$ cat src/rtl/sensor_frame_pkg.sv
// sensor_frame_pkg: shared frame geometry, FSM states and frame builder for sensor_frame_buffer
// Optional checksum byte enabled by defining SENSOR_FRAME_CHECKSUM_EN.
package sensor_frame_pkg;
`ifdef SENSOR_FRAME_CHECKSUM_EN
    localparam int FRAME_LEN = 31;
`else
    localparam int FRAME_LEN = 30;
`endif
    localparam int IDX_W = $clog2(FRAME_LEN);
    localparam int N_WORDS = 14;
    localparam logic [IDX_W-1:0] LAST_IDX = IDX_W'(FRAME_LEN - 1);
    localparam int FLAG_S1 = 0;
    localparam int FLAG_S2 = 1;
    localparam int FLAG_SEQ_LSB = 2;

    typedef enum logic {IDLE, SEND} frame_state_t;
    typedef logic [FRAME_LEN-1:0][7:0] frame_t;
    typedef struct packed {
        logic [7:0]                flags;
        logic [N_WORDS-1:0][15:0]  words;
    } sample_t;

    // Lays out header, flags and MSB-first words; checksum covers bytes 1..29.
    function automatic frame_t build_frame(input logic [7:0] header, input sample_t s);
        frame_t f;
        f = '0;
        f[0] = header;
        f[1] = s.flags;
        for (int i = 0; i < N_WORDS; i++) begin
            f[2 + 2 * i] = s.words[i][15:8];
            f[3 + 2 * i] = s.words[i][7:0];
        end
`ifdef SENSOR_FRAME_CHECKSUM_EN
        for (int i = 1; i < 30; i++) f[30] = f[30] + f[i];
`endif
        return f;
    endfunction
endpackage

$ cat src/rtl/sensor_frame_buffer_byte_select.sv
// frame_byte_select: combinational front-buffer byte mux (frame_i + idx_i -> byte_o)
import sensor_frame_pkg::*;
module frame_byte_select (
    input  frame_t           frame_i,
    input  logic [IDX_W-1:0] idx_i,
    output logic [7:0]       byte_o
);
    assign byte_o = (idx_i <= LAST_IDX) ? frame_i[idx_i] : 8'h00;
endmodule

$ cat src/rtl/sensor_frame_buffer.sv
// sensor_frame_buffer: double-buffered two-sensor sample capture, serialised as a byte frame over ready/ack
// Ports: clk, rst (async active-high); data_ready + sensor valids + 14 sample words in;
// tx_ack in; tx_data_ready, tx_data, busy, dropped_count out (all registered).
// Define SENSOR_FRAME_CHECKSUM_EN for a 31-byte frame with trailing checksum.
import sensor_frame_pkg::*;
module sensor_frame_buffer #(
    parameter logic [7:0] HEADER_BYTE = 8'hAA
) (
    input  logic               clk,
    input  logic               rst,
    input  logic               data_ready,
    input  logic               sensor1_valid,
    input  logic               sensor2_valid,
    input  logic signed [15:0] quat1_w,
    input  logic signed [15:0] quat1_x,
    input  logic signed [15:0] quat1_y,
    input  logic signed [15:0] quat1_z,
    input  logic signed [15:0] gyro1_x,
    input  logic signed [15:0] gyro1_y,
    input  logic signed [15:0] gyro1_z,
    input  logic signed [15:0] quat2_w,
    input  logic signed [15:0] quat2_x,
    input  logic signed [15:0] quat2_y,
    input  logic signed [15:0] quat2_z,
    input  logic signed [15:0] gyro2_x,
    input  logic signed [15:0] gyro2_y,
    input  logic signed [15:0] gyro2_z,
    output logic               tx_data_ready,
    output logic [7:0]         tx_data,
    input  logic               tx_ack,
    output logic               busy,
    output logic [7:0]         dropped_count
);
    frame_state_t     state_q, state_d;
    logic             pending_q, pending_d;
    logic [5:0]       seq_q, seq_d;
    logic [IDX_W-1:0] idx_q, idx_d, idx_nxt;
    sample_t          back_q, back_d, sample_in;
    frame_t           front_q, front_d;
    logic             rdy_q, rdy_d, busy_q, busy_d;
    logic [7:0]       data_q, data_d, drop_q, drop_d, next_byte;
    logic             swap, ack;

    assign idx_nxt = idx_q + 1'b1;

    frame_byte_select u_sel (
        .frame_i (front_q),
        .idx_i   (idx_nxt),
        .byte_o  (next_byte)
    );

    always_comb begin
        sample_in.flags = {seq_q, sensor2_valid, sensor1_valid};
        sample_in.words = {gyro2_z, gyro2_y, gyro2_x, quat2_z, quat2_y, quat2_x, quat2_w,
                           gyro1_z, gyro1_y, gyro1_x, quat1_z, quat1_y, quat1_x, quat1_w};
        swap      = (state_q == IDLE) && pending_q;
        ack       = (state_q == SEND) && rdy_q && tx_ack;
        back_d    = data_ready ? sample_in : back_q;
        seq_d     = seq_q + 6'(data_ready);
        // a capture in the swap cycle refills the back buffer, so pending survives
        pending_d = data_ready | (pending_q & ~swap);
        drop_d    = (data_ready && pending_q && !swap && drop_q != 8'hFF) ? drop_q + 8'd1 : drop_q;
        state_d   = state_q;
        idx_d     = idx_q;
        front_d   = front_q;
        rdy_d     = rdy_q;
        data_d    = data_q;
        if (swap) begin
            front_d = build_frame(HEADER_BYTE, back_q);
            idx_d   = '0;
            state_d = SEND;
            rdy_d   = 1'b1;
            data_d  = HEADER_BYTE;
        end else if (ack) begin
            idx_d   = idx_nxt;
            data_d  = next_byte;
            state_d = (idx_q == LAST_IDX) ? IDLE : SEND;
            rdy_d   = (idx_q != LAST_IDX);
        end
        busy_d = (state_d == SEND) || pending_d;
    end

    always_ff @(posedge clk or posedge rst) begin
        if (rst) begin
            state_q   <= IDLE;
            pending_q <= 1'b0;
            seq_q     <= '0;
            idx_q     <= '0;
            back_q    <= '0;
            front_q   <= '0;
            rdy_q     <= 1'b0;
            data_q    <= '0;
            busy_q    <= 1'b0;
            drop_q    <= '0;
        end else begin
            state_q   <= state_d;
            pending_q <= pending_d;
            seq_q     <= seq_d;
            idx_q     <= idx_d;
            back_q    <= back_d;
            front_q   <= front_d;
            rdy_q     <= rdy_d;
            data_q    <= data_d;
            busy_q    <= busy_d;
            drop_q    <= drop_d;
        end
    end

    assign tx_data_ready = rdy_q;
    assign tx_data       = data_q;
    assign busy          = busy_q;
    assign dropped_count = drop_q;
endmodule

$ cat config.mk
export PLATFORM = sky130hd
export DESIGN_NAME = sensor_frame_buffer
export DESIGN_NICKNAME = d
export VERILOG_FILES = /design/src/rtl/sensor_frame_pkg.sv /design/src/rtl/sensor_frame_buffer_byte_select.sv /design/src/rtl/sensor_frame_buffer.sv
export SDC_FILE = /design/constraint.sdc
export NUM_CORES = 1
export LEC_CHECK = 0
export BUFFER_PORTS_ARGS = -buffer_cell sky130_fd_sc_hd__buf_4
export CORE_MARGIN = 5
export CORE_UTILIZATION = 45
export DETAILED_ROUTE_END_ITERATION = 10
export GPL_TIMING_DRIVEN = 0
export PLACE_DENSITY = 0.67
export SLEW_MARGIN = 20
export SYNTH_ARGS = -nofsm -noshare
export SYNTH_HDL_FRONTEND = slang
export SYNTH_SLANG_ARGS = --single-unit
$ cat constraint.sdc
create_clock -name clk -period 18.23 [get_ports clk]
set_input_delay 3.646 -clock clk [delete_from_list [all_inputs] [get_ports clk]]
set_output_delay 3.646 -clock clk [all_outputs]
set_load 0.03 [all_outputs]
==> results of run 1 <==
-- worst max-delay path, stage by stage --
cell and delay, ns:
buf_4 0.09, clkbuf_1 0.39, clkbuf_1 0.75, clkbuf_1 0.51, mux2_2 0.40
-- worst paths after layout --
path / startpoint / endpoint / slack [ns] / depth (start not counted)
worst min-delay path: back_q[127]$_DFFE_PP0P_ / front_q[135]$_DFFE_PP0P_ / 0.45 / 2
worst max register to register: idx_q[0]$_DFFE_PP0P_ / tx_data[4]$_DFFE_PP0P_ / 14.11 / 11
worst min register to register: back_q[127]$_DFFE_PP0P_ / front_q[135]$_DFFE_PP0P_ / 0.45 / 2
worst max-delay path: data_ready / back_q[132]$_DFFE_PP0P_ / 12.88 / 5
max in group asynchronous: rst / back_q[192]$_DFFE_PP0P_ / 13.50 / 5
min in group asynchronous: rst / back_q[65]$_DFFE_PP0P_ / 3.05 / 2
-- routing by layer --
layer / up-vias / track usage
met3: 75 / 0.0416
met2: 391 / 0.341
li1: 6530 / -
met1: 7136 / 0.310
met5: - / 0
met4: 2 / 0.0674
-- per-stage QoR --
| step | utilization | area, um2 | setup WS (ns) | instances | TNS, ns |
|---|---|---|---|---|---|
| after floorplan | - | 20500 | 0.738 | 1781 | 0 |
| after global placement | 0.511 | 23100 | -4.11 | 2628 | -2012.68 |
| after detailed placement | 0.515 | 23300 | 12.29 | 2633 | 0 |
| after CTS | 0.554 | 25000 | 12.91 | 2726 | 0 |
| after global routing | 0.554 | 25000 | 12.76 | 2728 | 0 |
| final | 0.554 | 25000 | 12.88 | 2728 | 0 |
-- cell families (layout without fill, tap and decap cells) --
group                    after synthesis  after routing  synth area share
XOR/XNOR                              18             18           0.00806
other                                  0              2                 0
buffers and inverters                110            455            0.0243
flip-flops                           496            496             0.605
adder cells (fa/ha/maj)                6              6           0.00366
AND/OR/NAND/NOR                      794            794             0.149
multiplexers                         300            300             0.190
AO/OA/AOI/OAI                         57             57            0.0196
-- cells in the final DEF, fill, tap and decap left out, types with 2 or more instances in the layout --
cell	netlist	layout
a21o_1	2	2
a21oi_1	12	12
a311o_1	4	4
a31oi_1	6	6
a32oi_1	4	4
and3_1	4	4
and4_1	2	2
buf_16	0	5
buf_2	38	38
buf_4	6	253
buf_6	2	2
bufinv_16	0	5
clkbuf_1	59	65
clkbuf_16	0	53
clkbuf_8	0	14
clkinv_2	0	8
clkinv_4	0	2
clkinvlp_4	0	5
dfrtp_1	496	496
diode_2	0	2
ha_1	6	6
inv_1	3	2
mux2_2	235	235
mux2i_1	17	17
mux4_2	48	48
nand2_1	752	752
nand2b_1	2	2
nand3_1	21	21
nand4_1	5	5
nor2_1	5	5
o211ai_1	2	2
o21ai_0	12	12
o311ai_0	8	8
xnor2_1	9	9
xor2_1	8	8
-- report_power, final --
part	internal (uW)	leakage (uW)	total, uW	switching [uW]
registers	1380	0.00611	1570	183
logic	483	0.00515	1110	630
clock network	658	0.000872	1100	437
total	2530	0.0121	3780	1250
-- layout make-up --
cell class,count,area share
Sequential cell,496,0.496
Timing Repair Buffer,252,0.0795
Inverter,4,0.000899
Multi-Input combinational cell,1175,0.303
Clock buffer,73,0.0616
Buffer,106,0.0193
Clock inverter,20,0.00979
Antenna cell,2,0.000200
Tap cell,600,0.0300
-- registers in the layout, summed over array words and instances, names as in the netlist --
| register | flops |
|---|---|
| idx_q | 5 |
| front_q | 233 |
| tx_data | 8 |
| seq_q | 6 |
| busy | 1 |
| tx_data_ready | 1 |
| pending_q | 1 |
| dropped_count | 8 |
| state_q | 1 |
| back_q | 232 |
==> flow_summary.json, run 1 <==
{
  "worst_slew_pin_slew_ns": 1.10,
  "cp_data_arrival_time_ns": 5.80,
  "synth_edf_count": 0,
  "num_io_pins": 248,
  "post-route-period-util": 0.293,
  "insertion_delay_ns": 0.58,
  "power.total_uw": 3780,
  "yosysTopAreaCell": "dfrtp_1",
  "drc": 0,
  "ys_warn_count": 0,
  "fin_worst_skew_ns": 0.0142,
  "drtPass1Iterations": 4,
  "max_freq_mhz": 187,
  "syn_area_um2": 20500,
  "avgSynthCellArea_um2": 11.5,
  "wl_met2_um": 25200,
  "antenna_found_initial": 3,
  "crit_type": "primary input to flop",
  "core_um2": 45200,
  "postSynth.topFlopCell": "dfrtp_1",
  "power_per_cell_area_nw_per_um2": 151,
  "ys_ff_latch": 496,
  "dr.max_layer_used": "met5",
  "syn_to_final_growth_pct": 22.2,
  "status": "finished, final reports clean",
  "grt_start_max_net_pins": 105,
  "start_util": 0.454,
  "startpoint_type": "primary input",
  "syn-num-nets": 2017,
  "synth_top_area_frac": 0.605,
  "wl_met3_um": 3240,
  "drive_gt1_frac": 0.317,
  "ys_top_cells_by_area": "dfrtp_1 61%, nand2_1 14%, mux2_2 13%",
  "timing.hold.ws_ns": 0.448,
  "synthArstFlopShare": 1.00,
  "grt_pass1_wl_um": 84500,
  "cts.sinks": 496,
  "rsz0062_at_grt": "false",
  "regArea_um2": 12400,
  "relSlewSlack": 0.268,
  "cts_htree_levels": 2,
  "ir_drop_uv": 94.2,
  "die_y_um": 223,
  "crit_fanout": 10,
  "ys_top_cells_by_count": "752 x nand2_1, 496 x dfrtp_1, 235 x mux2_2, 59 x clkbuf_1, 48 x mux4_2",
  "nFillCells": 3822,
  "cts_buffers": 52,
  "clk_pin_slew_worst_paths_ns": 0.06,
  "yosysMostFrequentCell": "nand2_1",
  "first_global_vias": 14900,
  "setup_viol": 0,
  "hold_violations": 0,
  "die_w_um": 223,
  "synth_cell_types": 40,
  "min_period_ns": 5.35,
  "wl_met1_um": 24100,
  "min_path_type": "flop to flop",
  "place_congestion": 0.902,
  "final_net_count": 2323,
  "ctsResizeCount": 0,
  "die_area_um2": 49900,
  "grt_use_total": 0.217,
  "num_rows": 78,
  "netlist_instances": 1781,
  "cp_data_required_time_ns": 18.68,
  "ant_nets": 0,
  "post_cts_buffers": 0,
  "dp_hpwl_um": 39700,
  "ctsLongestPathBuffers": 3,
  "tritoncts": "done",
  "cap_violations": 0,
  "drt_iter0_drc": 1101,
  "port_buffers": 247,
  "vias": 14100,
  "ctsHoldBuffers": 0,
  "routedWlPerCell_um": 19.8,
  "endpoint_kind": "flop",
  "seq_area_frac_synth": 0.605,
  "routed_via_density": 5.18,
  "multi_input_area_um2": 7590,
  "finalMaxSlewViolations": 0,
  "routed_wl_um": 53900,
  "p_leak_uw": 0.0121,
  "overflow": 0,
  "root_buffer": "clkbuf_16"
}
(Power assumes the default switching activity.)
==> inputs of run 2 (changes only) <==
--- a/config.mk
+++ b/config.mk
@@ -10,7 +10,6 @@
 export CORE_UTILIZATION = 45
 export DETAILED_ROUTE_END_ITERATION = 10
 export GPL_TIMING_DRIVEN = 0
-export PLACE_DENSITY = 0.67
 export SLEW_MARGIN = 20
 export SYNTH_ARGS = -nofsm -noshare
 export SYNTH_HDL_FRONTEND = slang
==> constraint.sdc (replaced) <==
create_clock -name clk -period 5.2 [get_ports clk]
set_input_delay 1.04 -clock clk [delete_from_list [all_inputs] [get_ports clk]]
set_output_delay 1.04 -clock clk [all_outputs]
set_load 0.03 [all_outputs]
==> run 2 against run 1 <==
Net effect: die area did not move; first-iteration DRC count fell by 17%; sequential share of layout area fell by 0.31 points; register-to-register slack got worse by 13 ns; largest cell class unchanged; global-route usage rose by 0.43 points; utilization rose by 0.35 points; via count fell by 0.96%; clock power rose to 3.4 times the previous value; largest power group unchanged; wire length rose by 1.5%; total power rose to 3.5 times the previous value; count of clock-buffer cells in the layout rose by 5.
==> flow_summary.json, run 2 (synthesis results as in run 1) <==
{
  "status": "finished, final reports clean",
  "num_io_pins": 248,
  "drtPass1Iterations": 5,
  "regMostFlops": "front_q",
  "cp_data_required_time_ns": 5.68,
  "switching_share": 0.336,
  "endpoint_kind": "flop",
  "worst_slew_pin_slew_ns": 1.10,
  "largest_registers": "front_q x233, back_q x232",
  "drt_iter0_drc": 909,
  "power_per_cell_area_nw_per_um2": 522,
  "overflow": 0,
  "cellInternalPower_uw": 8740,
  "p_leak_uw": 0.0122,
  "r2r_cells": 11,
  "reg2reg_from": "idx_q[0]$_DFFE_PP0P_",
  "post-route-period-util": 0.795,
  "start_util": 0.454,
  "p_clk_frac": 0.284,
  "cpMaxStageDelayCell": "buf_1",
  "first_global_vias": 15100,
  "crit_fanout": 10,
  "rsz0062_at_grt": "false",
  "ctsResizeCount": 0,
  "vias": 14000,
  "cp_top_family": "buffers and inverters",
  "cts_buffers": 53,
  "p_sw_uw": 4410,
  "worst-path-buf-inv": 7,
  "grt_use_total": 0.222,
  "min_to": "front_q[103]$_DFFE_PP0P_",
  "ir_drop_uv": 285,
  "min_path_type": "flop to flop",
  "ctsHoldBuffers": 0,
  "routed_via_density": 5.11,
  "stdcell_area_um2": 25200,
  "cp_cell_sequence": "buf_4, buf_4, buf_2, inv_1, ha_1, buf_2, buf_1, clkbuf_1, nand4_1, a41oi_1, o21ai_0",
  "die_y_um": 223,
  "min_path_cells": 2,
  "grt_start_max_net_pins": 35,
  "setup_viol": 0,
  "cpPeakStageDelay_ns": 0.84,
  "finalMaxSlewViolations": 0,
  "ant_nets": 0,
  "tns_ns": 0,
  "dp_hpwl_um": 40900,
  "drc": 0,
  "comb_power_share": 0.298,
  "crit_type": "flop to flop",
  "reg2reg_to": "tx_data[6]$_DFFE_PP0P_",
  "post-route-util": 0.558,
  "tritoncts": "done",
  "startpoint_type": "flop",
  "cap_violations": 0,
  "die_w_um": 223,
  "largest_reg_flops": 233,
  "cts.sinks": 496,
  "layout_commonest_cell": "nand2_1",
  "hp-start": "back_q[95]$_DFFE_PP0P_",
  "relSlewSlack": 0.264,
  "power.total_uw": 13200,
  "max_freq_mhz": 242,
  "final_net_count": 2336,
  "ctsLongestPathBuffers": 3,
  "routedWlPerCell_um": 20.0,
  "post_cts_buffers": 0,
  "fin_worst_skew_ns": 0.0167,
  "dpl-instance-area_um2": 23500,
  "pwr-share-seq": 0.418,
  "clk_pin_slew_worst_paths_ns": 0.07,
  "syn_to_final_growth_pct": 22.9,
  "grt_pass1_wl_um": 86300,
  "insertion_delay_ns": 0.60,
  "die_area_um2": 49900,
  "antenna_found_initial": 1,
  "cts_htree_levels": 2,
  "nFillCells": 3904,
  "routed_wl_um": 54700,
  "r2r_setup_slack_ns": 1.07,
  "regArea_um2": 12400,
  "drive_gt1_frac": 0.318,
  "place_congestion": 0.856,
  "hold_violations": 0,
  "most-common-layout-cells": "752 x nand2_1, 496 x dfrtp_1, 253 x buf_4",
  "core_um2": 45200,
  "root_buffer": "clkbuf_16",
  "num_rows": 78,
  "multi_input_area_um2": 7590,
  "port_buffers": 247,
  "cp_data_arrival_time_ns": 4.61,
  "min_period_ns": 4.13
}
[run 2: worst max path at each step]
| stage | start | end | cells past startpoint |
|---|---|---|---|
| floorplan | rst | back_q[0]$_DFFE_PP0P_ | 1 |
| global placement | rst | back_q[197]$_DFFE_PP0P_ | 2 |
| detailed placement | idx_q[0]$_DFFE_PP0P_ | tx_data[6]$_DFFE_PP0P_ | 11 |
| CTS | idx_q[0]$_DFFE_PP0P_ | tx_data[6]$_DFFE_PP0P_ | 11 |
| global route | idx_q[0]$_DFFE_PP0P_ | tx_data[6]$_DFFE_PP0P_ | 11 |
| finish | idx_q[0]$_DFFE_PP0P_ | tx_data[6]$_DFFE_PP0P_ | 11 |
[run 2: stage by stage]
step                cells  setup WS [ns]  hold WS (ns)
floorplan            1781          -2.57         0.435
global placement     2628          -5.30         0.445
detailed placement   2645           1.18         0.452
CTS                  2738           1.14         0.464
global route         2739          0.889         0.481
finish               2739           1.07         0.460
[run 2: worst reg2reg max path: cells and delay by family (launching register included)]
| kind | cells | cell delay, ns |
|---|---|---|
| buffers and inverters | 7 | 2.62 |
| adder cells (fa/ha/maj) | 1 | 0.32 |
| flip-flops | 1 | 0.40 |
| AND/OR/NAND/NOR | 1 | 0.19 |
| AO/OA/AOI/OAI | 2 | 0.48 |
[run 2: cell type report]
| type | instances | area share |
|---|---|---|
| Tap cell | 600 | 0.0298 |
| Buffer | 106 | 0.0192 |
| Clock inverter | 15 | 0.00650 |
| Timing Repair Buffer | 264 | 0.0880 |
| Antenna cell | 1 | 0.0000993 |
| Multi-Input combinational cell | 1175 | 0.301 |
| Inverter | 4 | 0.000745 |
| Clock buffer | 78 | 0.0620 |
| Sequential cell | 496 | 0.493 |
[run 2: layer usage]
metal  track usage  routed length (um)  vias to the layer above  share of wire
met5             0                   0                        -              0
met3        0.0518                3110                       74          0.057
met4        0.0623                1260                        0          0.023
li1              -                   -                     6548              -
met2         0.351               26000                      312           0.47
met1         0.310               24400                     7064           0.45
[run 2: power groups by stage]
| stage | Clock [uW] | Combinational, uW | Sequential [uW] |
|---|---|---|---|
| CTS | 3820 | 3950 | 5500 |
| finish | 3740 | 3920 | 5490 |
| floorplan | 0 | 2550 | 5400 |
| global route | 3980 | 4310 | 5600 |
| global placement | 0 | 3840 | 5530 |
| detailed placement | 0 | 3930 | 5550 |
==> inputs of run 3 (changes only) <==
==> constraint.sdc (replaced) <==
create_clock -name clk -period 3.91 [get_ports clk]
set_input_delay 0.782 -clock clk [delete_from_list [all_inputs] [get_ports clk]]
set_output_delay 0.782 -clock clk [all_outputs]
set_load 0.03 [all_outputs]
==> run 3 against run 2 <==
Net effect: clock power rose by 33%; sequential power rose by 33%; maximum frequency rose by 9.6%; critical path depth did not move; largest cell class unchanged; highest routed layer unchanged.
==> flow_summary.json, run 3 (synthesis results as in run 1) <==
{
  "status": "finished, final reports clean",
  "most-common-layout-cells": "752 x nand2_1, 496 x dfrtp_1, 253 x buf_4",
  "max_freq_mhz": 265,
  "grt_pass1_wl_um": 86300,
  "die_area_um2": 49900,
  "grt_start_max_net_pins": 35,
  "cts_htree_levels": 2,
  "cpMaxStageDelayCell": "mux2i_1",
  "regMostFlops": "front_q",
  "insertion_delay_ns": 0.60,
  "fin_worst_skew_ns": 0.0171,
  "drc": 0,
  "drtPass1Iterations": 5,
  "routed_wl_um": 54800,
  "place_congestion": 0.856,
  "layout_commonest_cell": "nand2_1",
  "first_global_vias": 15100,
  "post_cts_buffers": 0,
  "finalMaxSlewViolations": 0,
  "cpPeakStageDelay_ns": 0.43,
  "dpl_worst_slack_ns": -0.115,
  "reg2reg_from": "idx_q[0]$_DFFE_PP0P_",
  "drt_iter0_drc": 960,
  "relSlewSlack": 0.327,
  "port_buffers": 247,
  "crit_fanout": 10,
  "ant_nets": 0,
  "cp_cell_sequence": "buf_4, buf_4, buf_2, inv_1, ha_1, buf_2, clkbuf_2, mux4_2, mux2i_1, o21ai_0, a311o_1",
  "hold_violations": 0,
  "fin_ws_ns": 0.137,
  "ctsHoldBuffers": 0,
  "clk_pin_slew_worst_paths_ns": 0.07,
  "startpoint_type": "flop",
  "min_path_type": "primary input to asynchronous set/reset pin",
  "power_per_cell_area_nw_per_um2": 695,
  "min_period_ns": 3.77,
  "core_um2": 45200,
  "ctsResizeCount": 4,
  "nFillCells": 3899,
  "vias": 14000,
  "syn_to_final_growth_pct": 23.0,
  "antenna_found_initial": 1,
  "rsz0062_at_grt": "false",
  "die_w_um": 223,
  "dp_hpwl_um": 40900,
  "grt_use_total": 0.222,
  "cp_data_required_time_ns": 4.40,
  "tritoncts": "done",
  "timing.hold.ws_ns": 0.253,
  "setup_viol": 0,
  "num_rows": 78,
  "cts.sinks": 496,
  "root_buffer": "clkbuf_16",
  "finalNonFillerCells": 2739,
  "post-route-util": 0.558,
  "cp_data_arrival_time_ns": 4.26,
  "p_leak_uw": 0.0122,
  "start_util": 0.454,
  "cap_violations": 0,
  "cts_buffers": 53,
  "post-route-period-util": 0.965,
  "tns_ns": 0,
  "dp_cells": 2645,
  "largest_registers": "front_q x233, back_q x232",
  "ir_drop_uv": 376,
  "worst_slew_pin_slew_ns": 1.01,
  "crit_type": "flop to flop",
  "ctsLongestPathBuffers": 3,
  "routedWlPerCell_um": 20.0,
  "routed_via_density": 5.12,
  "overflow": 0,
  "drive_gt1_frac": 0.320,
  "cp-startpoint": "idx_q[0]$_DFFE_PP0P_",
  "endpoint_kind": "flop",
  "num_io_pins": 248,
  "largest_reg_flops": 233,
  "die_y_um": 223,
  "final_net_count": 2336
}
run 3: metal layers:
layer | GRT usage | routed length [um] | share of wire | vias to the layer above
met2 | 0.351 | 25900 | 0.47 | 354
met1 | 0.310 | 24300 | 0.44 | 7027
li1 | - | - | - | 6556
met3 | 0.0520 | 3350 | 0.061 | 79
met5 | 0 | 0 | 0 | -
met4 | 0.0623 | 1280 | 0.023 | 0
run 3: final timing paths:
kind | endpoint | slack [ns] | cells after the start
min in group clk | back_q[151]$_DFFE_PP0P_ | 0.41 | 2
hold / removal | front_q[121]$_DFFE_PP0P_ | 0.25 | 2
setup reg to reg | tx_data[3]$_DFFE_PP0P_ | 0.14 | 11
hold reg to reg | front_q[103]$_DFFE_PP0P_ | 0.46 | 2
max in group asynchronous | back_q[214]$_DFFE_PP0P_ | 2.23 | 7
setup / recovery | tx_data[3]$_DFFE_PP0P_ | 0.14 | 11
run 3: worst max-delay path: cells and delay by family (launching register included):
kind | cells | cell delay, ns
adder cells (fa/ha/maj) | 1 | 0.32
flip-flops | 1 | 0.39
multiplexers | 2 | 0.81
AO/OA/AOI/OAI | 2 | 0.49
buffers and inverters | 6 | 1.65
run 3: through the flow:
step	power [uW]	instance area [um2]
after CTS	17700	25200
final	17500	25200
after detailed placement	12600	23500
after global routing	18500	25200
after global placement	12500	23100
after floorplan	10600	20500
run 3: power breakdown:
part / leakage, uW / switching (uW) / internal [uW]
Combinational: 0.00527 / 2960 / 2280
Clock: 0.000852 / 2070 / 2900
Sequential: 0.00611 / 854 / 6450
Total: 0.0122 / 5890 / 11600
run 3: cell type report:
type / instances / area [um2] / area share
Antenna cell: 1 / 2.50 / 0.0000992
Buffer: 106 / 495 / 0.0196
Clock buffer: 78 / 1560 / 0.0619
Clock inverter: 15 / 164 / 0.00650
Inverter: 4 / 18.8 / 0.000744
Multi-Input combinational cell: 1175 / 7600 / 0.301
Sequential cell: 496 / 12400 / 0.492
Tap cell: 600 / 751 / 0.0298
Timing Repair Buffer: 264 / 2220 / 0.0879
